File: src/rtl/dmem_port_arbiter.sv
`default_nettype none
// ============================================================================
// Module   : dmem_port_arbiter
// Purpose  : Shares the single local DMEM port between the core load/store
//            path and remote network requests. The core wins by default. A
//            starvation counter forces a remote grant once the remote side
//            has been refused starve_limit_p times. The block records which
//            side owns the read response (DMEM has one-cycle read latency).
//            It also holds the load-reserved reservation, which a granted
//            remote store to the reserved word breaks.
// Ports    : clk_i, reset_n_i          clock, async active-low reset
//            core_*_i / core_*_o       core LSU request, accept, read response
//            remote_*_i / remote_*_o   network RX request, accept, response
//            mem_*_o / mem_rdata_i     DMEM macro command and read data
//            reserve_v_o/_addr_o       current reservation
//            break_reserve_o           one-cycle pulse on a remote break
// Revision : 1.0 - initial release
// ============================================================================
module dmem_port_arbiter #(
  parameter  int data_width_p   = 32,
  parameter  int dmem_size_p    = 1024,
  parameter  int starve_limit_p = 4,
  localparam int aw_lp          = (dmem_size_p > 1) ? $clog2(dmem_size_p) : 1,
  localparam int mask_width_lp  = data_width_p / 8
) (
  input  logic                     clk_i,
  input  logic                     reset_n_i,

  input  logic                     core_v_i,
  input  logic                     core_w_i,
  input  logic [aw_lp-1:0]         core_addr_i,
  input  logic [data_width_p-1:0]  core_data_i,
  input  logic [mask_width_lp-1:0] core_mask_i,
  input  logic                     core_reserve_i,
  input  logic                     core_clear_reserve_i,
  output logic                     core_yumi_o,
  output logic                     core_rdata_v_o,
  output logic [data_width_p-1:0]  core_rdata_o,

  input  logic                     remote_v_i,
  input  logic                     remote_w_i,
  input  logic [aw_lp-1:0]         remote_addr_i,
  input  logic [data_width_p-1:0]  remote_data_i,
  input  logic [mask_width_lp-1:0] remote_mask_i,
  output logic                     remote_yumi_o,
  output logic                     remote_rdata_v_o,
  output logic [data_width_p-1:0]  remote_rdata_o,

  output logic                     mem_v_o,
  output logic                     mem_w_o,
  output logic [aw_lp-1:0]         mem_addr_o,
  output logic [data_width_p-1:0]  mem_data_o,
  output logic [mask_width_lp-1:0] mem_mask_o,
  input  logic [data_width_p-1:0]  mem_rdata_i,

  output logic                     reserve_v_o,
  output logic [aw_lp-1:0]         reserve_addr_o,
  output logic                     break_reserve_o
);

  localparam logic [7:0] starve_limit_lp = 8'(starve_limit_p);

  logic [7:0]       starve_cnt;
  logic             starved;
  logic             sel_remote;
  logic             rd_core_r;
  logic             rd_remote_r;
  logic             reserve_v_r;
  logic [aw_lp-1:0] reserve_addr_r;
  logic             break_r;
  logic             res_set;
  logic             res_hit;

  // Grant: the remote side gets the port when the core is idle, or when the
  // remote side has been refused enough times.
  assign starved       = (starve_cnt == starve_limit_lp);
  assign sel_remote    = remote_v_i & (~core_v_i | starved);
  assign core_yumi_o   = core_v_i & ~sel_remote;
  assign remote_yumi_o = sel_remote;

  always_comb begin
    mem_v_o    = 1'b0;
    mem_w_o    = 1'b0;
    mem_addr_o = '0;
    mem_data_o = '0;
    mem_mask_o = '0;
    if (sel_remote) begin
      mem_v_o    = 1'b1;
      mem_w_o    = remote_w_i;
      mem_addr_o = remote_addr_i;
      mem_data_o = remote_data_i;
      mem_mask_o = remote_mask_i;
    end else if (core_v_i) begin
      mem_v_o    = 1'b1;
      mem_w_o    = core_w_i;
      mem_addr_o = core_addr_i;
      mem_data_o = core_data_i;
      mem_mask_o = core_mask_i;
    end
  end

  // A reservation is set only by a granted core load-reserved read. It is
  // broken only by a granted remote store to the reserved word. The core
  // and remote grants are exclusive, so both cannot fire in the same cycle.
  assign res_set = core_yumi_o & ~core_w_i & core_reserve_i;
  assign res_hit = remote_yumi_o & remote_w_i & reserve_v_r
                   & (remote_addr_i == reserve_addr_r);

  always_ff @(posedge clk_i or negedge reset_n_i) begin
    if (!reset_n_i) begin
      starve_cnt     <= 8'd0;
      rd_core_r      <= 1'b0;
      rd_remote_r    <= 1'b0;
      reserve_v_r    <= 1'b0;
      reserve_addr_r <= '0;
      break_r        <= 1'b0;
    end else begin
      // Saturating count of refused remote cycles
      if (remote_yumi_o) begin
        starve_cnt <= 8'd0;
      end else if (remote_v_i && (starve_cnt != starve_limit_lp)) begin
        starve_cnt <= starve_cnt + 8'd1;
      end

      rd_core_r   <= core_yumi_o & ~core_w_i;
      rd_remote_r <= remote_yumi_o & ~remote_w_i;
      break_r     <= res_hit;

      // A set wins over a same-cycle clear request from the core
      if (res_set) begin
        reserve_v_r    <= 1'b1;
        reserve_addr_r <= core_addr_i;
      end else if (res_hit || core_clear_reserve_i) begin
        reserve_v_r    <= 1'b0;
      end
    end
  end

  assign core_rdata_v_o   = rd_core_r;
  assign remote_rdata_v_o = rd_remote_r;
  assign core_rdata_o     = rd_core_r   ? mem_rdata_i : '0;
  assign remote_rdata_o   = rd_remote_r ? mem_rdata_i : '0;

  assign reserve_v_o      = reserve_v_r;
  assign reserve_addr_o   = reserve_addr_r;
  assign break_reserve_o  = break_r;

endmodule
`default_nettype wire
File: config.mk
export PLATFORM = sky130hd
export DESIGN_NAME = dmem_port_arbiter
export DESIGN_NICKNAME = d
export VERILOG_FILES = /design/src/rtl/dmem_port_arbiter.sv
export SDC_FILE = /design/constraint.sdc
export NUM_CORES = 1
export LEC_CHECK = 0
export CAP_MARGIN = 40
export CORE_AREA = 2 2 99 101
export DETAILED_ROUTE_END_ITERATION = 10
export DIE_AREA = 0 0 101 103
export DONT_BUFFER_PORTS = 1
export GPL_ROUTABILITY_DRIVEN = 0
export GPL_TIMING_DRIVEN = 0
export SKIP_LAST_GASP = 1
export SLEW_MARGIN = 20
export SYNTH_ARGS = -nofsm -noshare
export SYNTH_HDL_FRONTEND = slang
export SYNTH_SLANG_ARGS = --single-unit
File: constraint.sdc
create_clock -name clk_i -period 1.74 [get_ports clk_i]
set_clock_uncertainty 0.05 [all_clocks]
set_input_delay 0.174 -clock clk_i [delete_from_list [all_inputs] [get_ports clk_i]]
set_output_delay 0.174 -clock clk_i [all_outputs]
set_load 0.005 [all_outputs]
Yosys cells after proc, flatten, opt, wreduce, memory -nomap -nowiden --
Cells that the tools add are included.
Cells by class: $add $sub $neg 1, equality and inequality tests 3, muxes and demuxes 16, bitwise gates (word level) 13, reductions and logical operators 4
Operators by type and width (count):
- $mux 32 | 4
- $mux 10 | 2
- $mux 8 | 2
- $eq 10x10->1 | 1
- $add 8x1->8 const B | 1
- $and 1x1->1 | 8
- $eq 8x3->1 const B | 1
- $mux 4 | 2
- $ne 8x3->1 const B | 1
- $mux 1 | 6
- $not 1->1 | 4
- $reduce_bool 2->1 | 2
- $logic_and 1x1->1 | 1
- $logic_or 1x1->1 | 1
- $or 1x1->1 | 1
Storage, ports and cells: register bits after elaboration 22, input bits 132, word-level logic and storage cells 43

Logic depth before layout (Yosys ltp) --
Gate-level depths: netlist of the first run.
word-level depth 9, mapped depth 8, depth with buffers taken out 6

Worst setup path after synthesis of the first run --
OpenSTA, ideal clock, no wires.
path type reg2out, from reg starve_cnt[0], to out mem_addr_o[9], data arrival time 1622 ps, required time 1516 ps, setup slack -106 ps, stages on the path, launching flop included 9, cell sequence dfrtp_1 -> inv_1 -> ha_1 -> or4bb_1 -> o22ai_2 -> buf_4 -> buf_2 -> nand2_1 -> o21ai_0
Between the ends: cells in the longest elaborated chain, start to end 4
RTL lines:
- start: declaration | RTL line 63 | logic [7:0] starve_cnt;
- start signal: assignment | RTL line 122 | starve_cnt <= starve_cnt + 8'd1;
- $eq 8x3->1 | RTL line 76 | assign starved = (starve_cnt == starve_limit_lp);
- $or 1x1->1 | RTL line 77 | assign sel_remote = remote_v_i & (~core_v_i | starved);
- $and 1x1->1 | RTL line 77
- $mux 10 | RTL line 87 | if (sel_remote) begin
- end: declaration | RTL line 51 | output logic [aw_lp-1:0] mem_addr_o,
No other way between the ends.

Final worst setup path of the first run --
from reg starve_cnt[1], to out mem_addr_o[4]
The elaborated chain is that of the path after synthesis.

==> metrics.csv, run 1 <==
stage,metric,value,unit
status,status,"complete, but fails checks",
status,violated checks,negative setup slack,
synthesis,post-synthesis xor/xnor area fraction,4.67,%
final_layout,Area Growth Syn to Fin,50.9,%
final_layout,nets@finish,501,
clock_tree,CTS Buffer Depth,2,
timing,crit path time final,2.26,ns
pwr,Flop pwr share,36.6,%
worst_setup_path,critical path endpoint category,output pin,
timing,period utilization,130,%
worst_setup_path,r2r startpoint,starve_cnt[1],
detailed_routing,via/cell ratio,5.35,
min_path,Hold EP,reserve_addr_o[9],
pwr,Comb power frac,45.9,%
timing,max-slew violations,0,
worst_setup_path,FF-to-FF path depth,11,
synthesis,Ys Warns,0,
placed_design,DP Wirelength,7.65,mm
pwr,NetSw,0.648,mW
synthesis,mux share of post-synthesis cell area,6.50,%
timing,Max Fclk,0.442,GHz
worst_setup_path,CP Data Arrival Time,2.04,ns
min_path,hold_sp,core_addr_i[9],
synthesis,synthesized area per cell,6.95,sq um
worst_setup_path,Slowest cell on crit path,or4bb_4,
synthesis,Area contributors post-synth,"dfrtp_1 (24%), and2_1 (18%), nand2_1 (17%)",
detailed_routing,total vias in the final route,2561,
floorplan,die area,10400,sq um
pwr,Cell Int Power,1.13,mW
final_layout,Final Util,35.9,%
min_path,Hold Path Depth,1,
synthesis,Netlist Area Pre-Place,2250,sq um
clock_tree,Max H-tree Level,1,
worst_setup_path,CP bufs+invs,4,
min_path,Min-Delay Path Class,in2reg,
timing,final setup vio count,70,
floorplan,total core area,9460,sq um
global_routing,first-pass GRT wire length,12.8,mm
global_routing,largest net degree at the start of global routing,23,
clock_tree,CTS root buffer,clkbuf_8,
worst_setup_path,Worst path max stage delay,0.46,ns
timing,Slew headroom,61.2,%
worst_setup_path,worst-path fanout max,6,
clock_tree,clk sinks,22,
pwr,PwrDens,524,nW/um^2
pwr,clock group share of total power,17.5,%
worst_setup_path,kind of start point of the critical path,flip-flop,
synthesis,post-synthesis cell type count,38,
floorplan,Die Ht,103,um
floorplan,io pins,260,
synthesis,Yosys top cell by area,dfrtp_1,
synthesis,simple-gate share of the synthesized area,41.9,%
floorplan,die width,101,um
global_routing,grt ovf,0,
timing,Slew @ Worst Pin,0.583,ns
synthesis,Synth top area share,24.5,%
synthesis,Mapped Cells,324,
pwr,Sw Ratio,36.4,%
synthesis,sequential fraction of the synthesis area,24.5,%
pwr,Worst IR Drop VDD,0.372,mV
detailed_routing,drt initial violations,65,
worst_setup_path,CP startpoint,starve_cnt[1],
worst_setup_path,crit-path most repeated cell,buf_12,
detailed_routing,ANT nets after route,0,
final_layout,share of cells above drive strength 1,39.7,%
worst_setup_path,crit-path cells,inv_2 > ha_4 > or4bb_4 > o22ai_4 > buf_12 > buf_12 > clkbuf_16 > nand2_2 > o21ai_2,
timing,setup TNS,-27.54,ns
synthesis,Mapped Nets,458,
clock_tree,CTS tree,done,
detailed_routing,Detailed Routing Iterations Pass 1,5,
timing,Setup WS post-layout,-0.522,ns
timing,final hold violations,0,
clock_tree,clock-pin slew on the worst setup and hold paths,0.07,ns
worst_setup_path,RR Endpoint,reserve_v_o,
synthesis,Synth Area in Adders,1.11,%
detailed_routing,routed wire length,10.4,mm
worst_setup_path,WP data required,1.52,ns
pwr,Pleak,1.49,nW
global_routing,antenna violations before repair,0,
detailed_routing,average wire per standard cell,21.7,um
detailed_routing,drc violations,0,
floorplan,initial core utilization,23.8,%
global_routing,vias in the first global route,2257,
global_routing,GRT Total Usage,16.4,%
floorplan,FP Rows,36,
synthesis,"flops & latches, synth",22,
worst_setup_path,"delay-heaviest family, CP",buffers and inverters,
final_layout,Antenna Cells,0,
clock_tree,number of CTS-inserted buffers,3,
flow_run,max-cap violation count,0,
synthesis,largest family of logic cells by synthesized area,simple AND/OR/NAND/NOR gates,
final_layout,fillers,942,
placed_design,port bufs,0,
timing,unrepaired setup endpoints after global routing,yes,
worst_setup_path,flop-to-flop setup slack,-0.49,ns
worst_setup_path,kind of critical path,reg2out,
synthesis,Synth Area in Compound Gates,15.0,%
clock_tree,clk_lat worst skew,0.26,ns
worst max-delay path by stage:
stage                     to  slack (ns)  depth (start not counted)
2_1_floorplan  mem_addr_o[2]       -0.07                          8
3_3_place_gp   mem_addr_o[3]       -0.41                          6
3_5_place_dp   mem_addr_o[3]       -0.43                          6
4_1_cts        mem_mask_o[3]       -0.61                          8
5_1_grt        mem_addr_o[4]       -0.60                          9
6_report       mem_addr_o[4]       -0.52                          9
layer usage:
| metal | vias to the layer above | wire length, um | GRT usage [%] |
|---|---|---|---|
| met5 | - | 0 | 0 |
| met4 | 0 | 78 | 3.01 |
| met3 | 6 | 727 | 2.71 |
| met2 | 175 | 5970 | 33.8 |
| met1 | 1239 | 3600 | 17.5 |
| li1 | 1141 | - | - |
power by group through the flow:
stage          Sequential, mW  Combinational (mW)  Clock (mW)
3_3_place_gp            0.661               0.471           0
3_5_place_dp            0.662               0.479           0
6_report                0.651               0.818       0.311
4_1_cts                 0.647               0.657       0.325
5_1_grt                 0.661               0.883       0.349
2_1_floorplan           0.639               0.387           0
final cells by class:
type	count	area (sq um)	share of cell area, %
plain buffers	24	213	6.26
multi-input cells	273	1990	58.7
well taps	114	143	4.20
repair buffers	39	437	12.9
inverters	4	15.0	0.442
clock buffers	3	41.3	1.22
flip-flops and latches	22	553	16.3
sequential cells by signal, indices dropped and copies added (netlist names):
signal            cells
remote_rdata_v_o      1
reserve_v_o           1
reserve_addr_o       10
break_reserve_o       1
starve_cnt            8
core_rdata_v_o        1
worst reg2reg max path, cell delays in order (launching register included):
cell	delay, ns
dfrtp_1	0.39
inv_2	0.08
ha_4	0.13
or4bb_4	0.46
o22ai_4	0.14
buf_12	0.15
buf_12	0.13
buf_4	0.11
buf_6	0.09
buf_4	0.09
and4_4	0.20
o21bai_1	0.09
through the flow:
stage / total power [mW] / setup WS, ns / instance area [sq um] / hold slack, ns / instances
finish: 1.78 / -0.522 / 3400 / 0.0109 / 479
global route: 1.89 / -0.600 / 3400 / -0.00329 / 479
CTS: 1.63 / -0.609 / 2890 / 0.0000772 / 463
detailed placement: 1.14 / -0.433 / 2400 / -0.171 / 438
global placement: 1.13 / -0.407 / 2400 / -0.171 / 438
floorplan: 1.03 / -0.0724 / 2260 / -0.172 / 324
cell families after synthesis:
family,Yosys count
AND/OR/NAND/NOR,188
AO/OA/AOI/OAI,61
buffers and inverters,29
flip-flops,22
XOR/XNOR,12
multiplexers,10
adder cells (fa/ha/maj),2
layout by cell type, fill, tap and decap left out, drive strengths merged:
master       count
or3              2
nor2b            2
o22ai            2
nor3             3
nand3b           1
nand4            1
xnor2            1
a21o             1
o21bai           1
a21oi            4
or4b             1
and2            64
buf             34
nor4             3
ha               2
clkbuf          20
nand2          100
o21ai           51
nor3b            1
o41ai            1
dlygate4sd3     12
xor2            11
nand2b           1
inv              4
or2              1
mux2            10
o2bb2ai          1
nor2             3
and4             1
or4bb            1
nand3            3
dfrtp           22
cell usage after synthesis (all sizes together):
| cell type | instances |
|---|---|
| buf | 10 |
| o41ai | 1 |
| nand2b | 1 |
| a21o | 1 |
| nand2 | 100 |
| xnor2 | 1 |
| nor3b | 1 |
| nor2 | 3 |
| or2 | 1 |
| or4bb | 1 |
| o21ai | 51 |
| nor3 | 3 |
| o22ai | 2 |
| nor4 | 3 |
| and2 | 64 |
| clkbuf | 15 |
| nand4 | 1 |
| inv | 4 |
| dfrtp | 22 |
| mux2 | 10 |
| o21bai | 1 |
| nand3b | 1 |
| o2bb2ai | 1 |
| or3 | 2 |
| xor2 | 11 |
| a21oi | 4 |
| nor2b | 2 |
| and4 | 1 |
| ha | 2 |
| or4b | 1 |
| nand3 | 3 |
timing repair:
action / CTS / global route
hold buffers: 4 / 9
resized for setup: 88 / 111
setup buffers: 12 / 8
pin swaps: 12 / 22
setup endpoints to repair: 67 / 70
hold endpoints to repair: 25 / 30
gates cloned: 6 / 3
No activity file was read; power rests on OpenSTA's default activity.
==> run 2: changes to the inputs <==
Settings changed: CORE_AREA 2 2 99 101 to 2 2 101 103, CTS_CLUSTER_DIAMETER set to 200, DIE_AREA 0 0 101 103 to 0 0 103 105.
==> run 2 against run 1 <==
The run still ends with negative setup slack left. Largest power group unchanged. Power increased by 1.5%. Register-to-register slack better by 0.05 ns. Core utilization fell by 5.2 points. Sequential share of layout area is 2.4 points higher. Critical path type unchanged. Clock power grew 56%. Highest routed layer unchanged. Hold slack lost 0.0044 ns. Critical path depth stayed put. Setup slack worse by 0.0023 ns. Flip-flop and latch count did not move. Clock-buffer cell count unchanged. Fmax about the same. Via count fell by 3.5%.
==> metrics.csv, run 2 (synthesized netlist as in run 1, its figures left out) <==
stage,metric,value,unit,change
final_layout,Antenna Cells,0,,unchanged
final_layout,post-route cell area,2960,sq um,-13%
detailed_routing,via/cell ratio,5.02,,-6.1%
worst_setup_path,critical path endpoint category,output pin,,
final_layout,Largest register FFs,10,,unchanged
pwr,Pleak,1.26,nW,-15%
final_layout,storage element area,552,sq um,-0.23%
global_routing,largest net degree at the start of global routing,23,,unchanged
clock_tree,clock-pin slew on the worst setup and hold paths,0.08,ns,about the same
timing,max-slew violations,0,,unchanged
worst_setup_path,Worst path max stage delay,0.46,ns,about the same
timing,WHS,0.00655,ns,-0.00438 ns
placed_design,DP Wirelength,7.65,mm,about the same
clock_tree,CTS root buffer,clkbuf_8,,
status,status,"complete, but fails checks",,
global_routing,GRT Total Usage,16.1,%,-0.35 points
global_routing,first-pass GRT wire length,13.2,mm,+3.3%
floorplan,Die Ht,105,um,+1.9%
floorplan,initial core utilization,23.4,%,-0.44 points
detailed_routing,drt initial violations,147,,+130%
detailed_routing,ANT nets after route,0,,unchanged
final_layout,footprint of the multi-input gates,1680,sq um,-16%
clock_tree,number of CTS-inserted buffers,3,,unchanged
flow_run,max-cap violation count,0,,unchanged
clock_tree,clk sinks,22,,unchanged
pwr,PwrDens,611,nW/um^2,+17%
pwr,power consumption,1.81,mW,+1.5%
final_layout,Area Growth Syn to Fin,31.3,%,
worst_setup_path,Slowest cell on crit path,or4bb_4,,
worst_setup_path,worst-path fanout max,6,,unchanged
clock_tree,Max H-tree Level,1,,unchanged
timing,Max Fclk,0.442,GHz,about the same
final_layout,nets@finish,494,,-1.4%
timing,period utilization,130,%,about the same
floorplan,FP Rows,36,,unchanged
clock_tree,CTS Buffer Depth,2,,unchanged
detailed_routing,drc violations,0,,unchanged
timing,final hold violations,0,,unchanged
timing,Slew @ Worst Pin,0.619,ns,+0.0363 ns
floorplan,die area,10800,sq um,+4.0%
worst_setup_path,crit-path cells,inv_2 > ha_4 > or4bb_4 > o22ai_4 > buf_8 > buf_8 > buf_8 > nand2_2 > o21ai_2,,
timing,Slew headroom,58.7,%,-2.4 points
timing,unrepaired setup endpoints after global routing,yes,,
global_routing,antenna violations before repair,0,,unchanged
floorplan,die width,103,um,+2.0%
detailed_routing,Detailed Routing Iterations Pass 1,4,,-1
floorplan,io pins,260,,unchanged
timing,crit path time final,2.26,ns,+0.00226 ns
worst_setup_path,kind of start point of the critical path,flip-flop,,
worst_setup_path,flop-to-flop setup slack,-0.44,ns,+0.05 ns
placed_design,port bufs,0,,unchanged
worst_setup_path,WP data required,1.52,ns,about the same
final_layout,"most common cell after layout, fill and taps aside",nand2_1,,
global_routing,vias in the first global route,2415,,+7.0%
worst_setup_path,CP Data Arrival Time,2.04,ns,about the same
detailed_routing,total vias in the final route,2471,,-3.5%
pwr,Worst IR Drop VDD,0.214,mV,-43%
worst_setup_path,kind of critical path,reg2out,,
floorplan,total core area,9640,sq um,+1.9%
status,violated checks,negative setup slack,,
clock_tree,clk_lat worst skew,0.26,ns,about the same
timing,Setup WS post-layout,-0.524,ns,-0.00226 ns
timing,final setup vio count,71,,+1.4%
global_routing,grt ovf,0,,unchanged
detailed_routing,routed wire length,9.63,mm,-7.3%
placed_design,Placed Instance Area,2430,sq um,+0.99%
final_layout,fillers,1037,,+10%
final_layout,"commonest non-fill, non-tap cells in the layout","nand2_1 (95), and2_1 (64), o21ai_0 (24)",,
final_layout,share of cells above drive strength 1,22.8,%,-17 points
worst_setup_path,crit-path most repeated cell,buf_8,,
detailed_routing,average wire per standard cell,19.6,um,-9.7%
clock_tree,CTS tree,done,,
min_path,Min-Delay Path Class,in2reg,,
## run 2: changes by cell type in the layout (fill, tap and decap cells not counted), sizes merged
cell / delta
buf: -4
bufinv: +1
clkbuf: -3
## run 2: critical path: cells and delay by family, from the launching register on
kind / cells / cell delay [ns]
DFF: 1 / 0.40
AOI/OAI and AO/OA: 2 / 0.22
adders and majority gates: 1 / 0.13
buffers and inverters: 4 / 0.51
and+or+nand+nor: 2 / 0.52
## run 2: layer usage
layer,track usage (%),part of all wire (%),vias up
met3,3.41,9.5,6
li1,-,-,1124
met5,0,0,-
met4,4.32,1.3,0
met2,33.1,56,188
met1,15.2,33,1153
## run 2: final timing paths
check	startpoint	cells after the start	end
worst max-delay path	starve_cnt[0]	9	mem_data_o[28]
worst min-delay path	core_addr_i[3]	1	reserve_addr_o[3]
worst max register to register	starve_cnt[0]	10	reserve_v_o
worst min register to register	starve_cnt[2]	1	starve_cnt[2]
max in group asynchronous	reset_n_i	2	starve_cnt[5]
min in group asynchronous	reset_n_i	2	starve_cnt[0]
## run 2: cell type report
type,count,share of cell area (%)
Timing Repair Buffer,31,9.57
Inverter,4,0.508
Sequential cell,22,18.7
Multi-Input combinational cell,273,56.7
Tap cell,133,5.63
Clock buffer,3,1.40
Clock inverter,1,1.02
Buffer,25,6.48
## run 2: power breakdown
group | total [mW] | switching [mW] | internal (mW)
clock network | 0.485 | 0.178 | 0.307
registers | 0.655 | 0.0834 | 0.572
logic | 0.667 | 0.344 | 0.323
## run 2: through the flow
step	TNS [ns]	std cells	worst slack [ns]	util, %
2_1_floorplan	-3.81	324	-0.0724	-
4_1_cts	-28.88	486	-0.546	29.5
3_3_place_gp	-17.40	457	-0.563	25.2
6_report	-27.38	492	-0.524	30.7
3_5_place_dp	-20.25	457	-0.619	25.2
5_1_grt	-32.63	492	-0.600	30.7
## run 2: timing repair
action	CTS	global route
hold endpoints to repair	31	24
pin swaps	13	4
hold buffers	10	3
cloned	2	0
resized for setup	61	24
setup buffers	13	4
setup endpoints to repair	67	71
==> run 3: changes to the inputs <==
Settings changed: GPL_TIMING_DRIVEN 0 to unset.
==> run 3 against run 2 <==
Final area grew 7.8%. First-iteration DRC count shrank 1.4%. Non-clock buffer count shrank 3. Core utilization grew 2.4 points. Via count grew 1.1%. Wire length shrank 1.2%. Combinational power grew 11%. The flow still finishes with violations (negative setup slack). Die area is the same.
==> metrics.csv, run 3 (synthesized netlist as in run 1, its figures left out) <==
stage,metric,value,unit,change
placed_design,port bufs,0,,unchanged
timing,Setup WS post-layout,-0.536,ns,-0.0117 ns
floorplan,initial core utilization,23.4,%,unchanged
placed_design,dpl cells,449,,-1.8%
final_layout,fillers,1026,,-1.1%
status,status,"complete, but fails checks",,
final_layout,"most common cell after layout, fill and taps aside",nand2_1,,
detailed_routing,ANT nets after route,0,,unchanged
worst_setup_path,CP startpoint,starve_cnt[1],,
final_layout,Area Growth Syn to Fin,41.5,%,
detailed_routing,met2 WL,5.32,mm,-1.5%
final_layout,final std cells w/o fill,489,,-0.61%
worst_setup_path,kind of critical path,reg2out,,
detailed_routing,top sig layer,met4,,
timing,Slew @ Worst Pin,0.666,ns,+0.0470 ns
pwr,Pleak,1.39,nW,+10%
global_routing,first-pass GRT wire length,12.5,mm,-5.4%
clock_tree,CTS tree,done,,
clock_tree,clk_lat worst skew,0.26,ns,about the same
min_path,Hold Path Depth,2,,+1
min_path,Min-Delay Path Class,in2reg,,
global_routing,grt ovf,0,,unchanged
worst_setup_path,CP Data Arrival Time,2.05,ns,about the same
clock_tree,clk sinks,22,,unchanged
detailed_routing,routed wire length,9.51,mm,-1.2%
clock_tree,CTS root buffer,clkbuf_8,,
timing,setup TNS,-28.40,ns,-1.02 ns
global_routing,antenna violations before repair,0,,unchanged
final_layout,Antenna Cells,0,,unchanged
detailed_routing,Detailed Routing Iterations Pass 1,4,,unchanged
placed_design,DP Wirelength,6.64,mm,-13%
pwr,PwrDens,557,nW/um^2,-8.9%
timing,final hold violations,0,,unchanged
timing,final setup vio count,67,,-5.6%
floorplan,Die Ht,105,um,unchanged
clock_tree,CTS Buffer Depth,2,,unchanged
final_layout,storage element area,551,sq um,-0.23%
floorplan,FP Rows,36,,unchanged
min_path,hold_sp,remote_v_i,,
placed_design,Placed Instance Area,2460,sq um,+1.4%
global_routing,GRT Total Usage,15.0,%,-1.0 points
final_layout,post-route cell area,3190,sq um,+7.8%
final_layout,Final Util,33.0,%,+2.4 points
clock_tree,clock-pin slew on the worst setup and hold paths,0.08,ns,about the same
detailed_routing,average wire per standard cell,19.4,um,-0.64%
floorplan,total core area,9640,sq um,unchanged
timing,period utilization,131,%,+0.67 points
final_layout,Largest register FFs,10,,unchanged
detailed_routing,WL met3,761,um,-17%
clock_tree,number of CTS-inserted buffers,3,,unchanged
final_layout,"commonest non-fill, non-tap cells in the layout","nand2_1 (89), and2_1 (64), o21ai_2 (28)",,
floorplan,io pins,260,,unchanged
worst_setup_path,worst-path fanout max,8,,+2
timing,unrepaired setup endpoints after global routing,yes,,
flow_run,max-cap violation count,0,,unchanged
detailed_routing,Metal-1 WL,3.38,mm,+5.7%
detailed_routing,total vias in the final route,2498,,+1.1%
final_layout,footprint of the multi-input gates,1790,sq um,+6.6%
final_layout,share of cells above drive strength 1,30.1,%,+7.2 points
clock_tree,Max H-tree Level,1,,unchanged
worst_setup_path,critical path endpoint category,output pin,,
worst_setup_path,r2r startpoint,starve_cnt[1],,
pwr,power consumption,1.77,mW,-1.8%
worst_setup_path,FF-to-FF path depth,10,,unchanged
status,violated checks,negative setup slack,,
detailed_routing,via/cell ratio,5.11,,+1.7%
floorplan,die width,103,um,unchanged
detailed_routing,drc violations,0,,unchanged
worst_setup_path,kind of start point of the critical path,flip-flop,,
timing,max-slew violations,0,,unchanged
worst_setup_path,WP data required,1.52,ns,about the same
floorplan,die area,10800,sq um,unchanged
global_routing,vias in the first global route,2363,,-2.2%
final_layout,nets@finish,491,,-0.61%
pwr,Worst IR Drop VDD,0.269,mV,+26%
timing,crit path time final,2.28,ns,+0.0117 ns
global_routing,largest net degree at the start of global routing,55,,+140%
timing,Slew headroom,55.6,%,-3.1 points
detailed_routing,drt initial violations,145,,-1.4%
timing,Max Fclk,0.439,GHz,-0.51%
==> run 3: final cells by class <==
cell class                      count  area share, %
Clock buffer                        4           1.73
Multi-Input combinational cell    273           56.1
Sequential cell                    22           17.3
Timing Repair Buffer               53           19.2
Tap cell                          133           5.22
Inverter                            4          0.471
==> run 3: path summary, 6_finish.rpt <==
kind                                           to  slack [ns]
min in group asynchronous       reserve_addr_o[3]        0.35
worst min-delay path                starve_cnt[0]        0.02
max in group asynchronous       reserve_addr_o[2]        0.93
worst min register to register  reserve_addr_o[3]        0.55
worst max register to register      starve_cnt[6]       -0.38
worst max-delay path               mem_data_o[17]       -0.54
==> run 3: power by group <==
part           internal [mW]  switching (mW)  total (mW)
Combinational          0.387           0.356       0.742
Sequential             0.572          0.0813       0.653
Clock                  0.202           0.178       0.380
==> run 3: worst max-delay path, cell delays in order (launching register included) <==
cell and delay (ns):
dfrtp_1 0.40, inv_2 0.09, ha_4 0.13, or4bb_4 0.46
o22ai_4 0.14, buf_8 0.17, buf_12 0.14, clkbuf_16 0.17
o21ai_2 0.08
==> run 3: metrics by stage <==
| stage | hold slack (ns) | worst slack, ns |
|---|---|---|
| global placement | -0.171 | -0.194 |
| detailed placement | -0.171 | -0.256 |
| CTS | 0.00356 | -0.533 |
| floorplan | -0.172 | -0.0724 |
| global route | 0.0224 | -0.608 |
| finish | 0.0156 | -0.536 |
==> run 3: metal layers <==
metal  up-vias  GRT usage (%)
li1       1124              -
met1      1190           15.3
met2       182           31.3
met3         2           2.01
met4         0           2.63
met5         -              0
==> run 3: timing repair <==
item                       CTS  global route
hold endpoints to repair    34            23
resized for setup           45            67
hold buffers                13             2
setup endpoints to repair   66            68
gates cloned                 4             4
setup buffers               10             5
pin swaps                   10             5
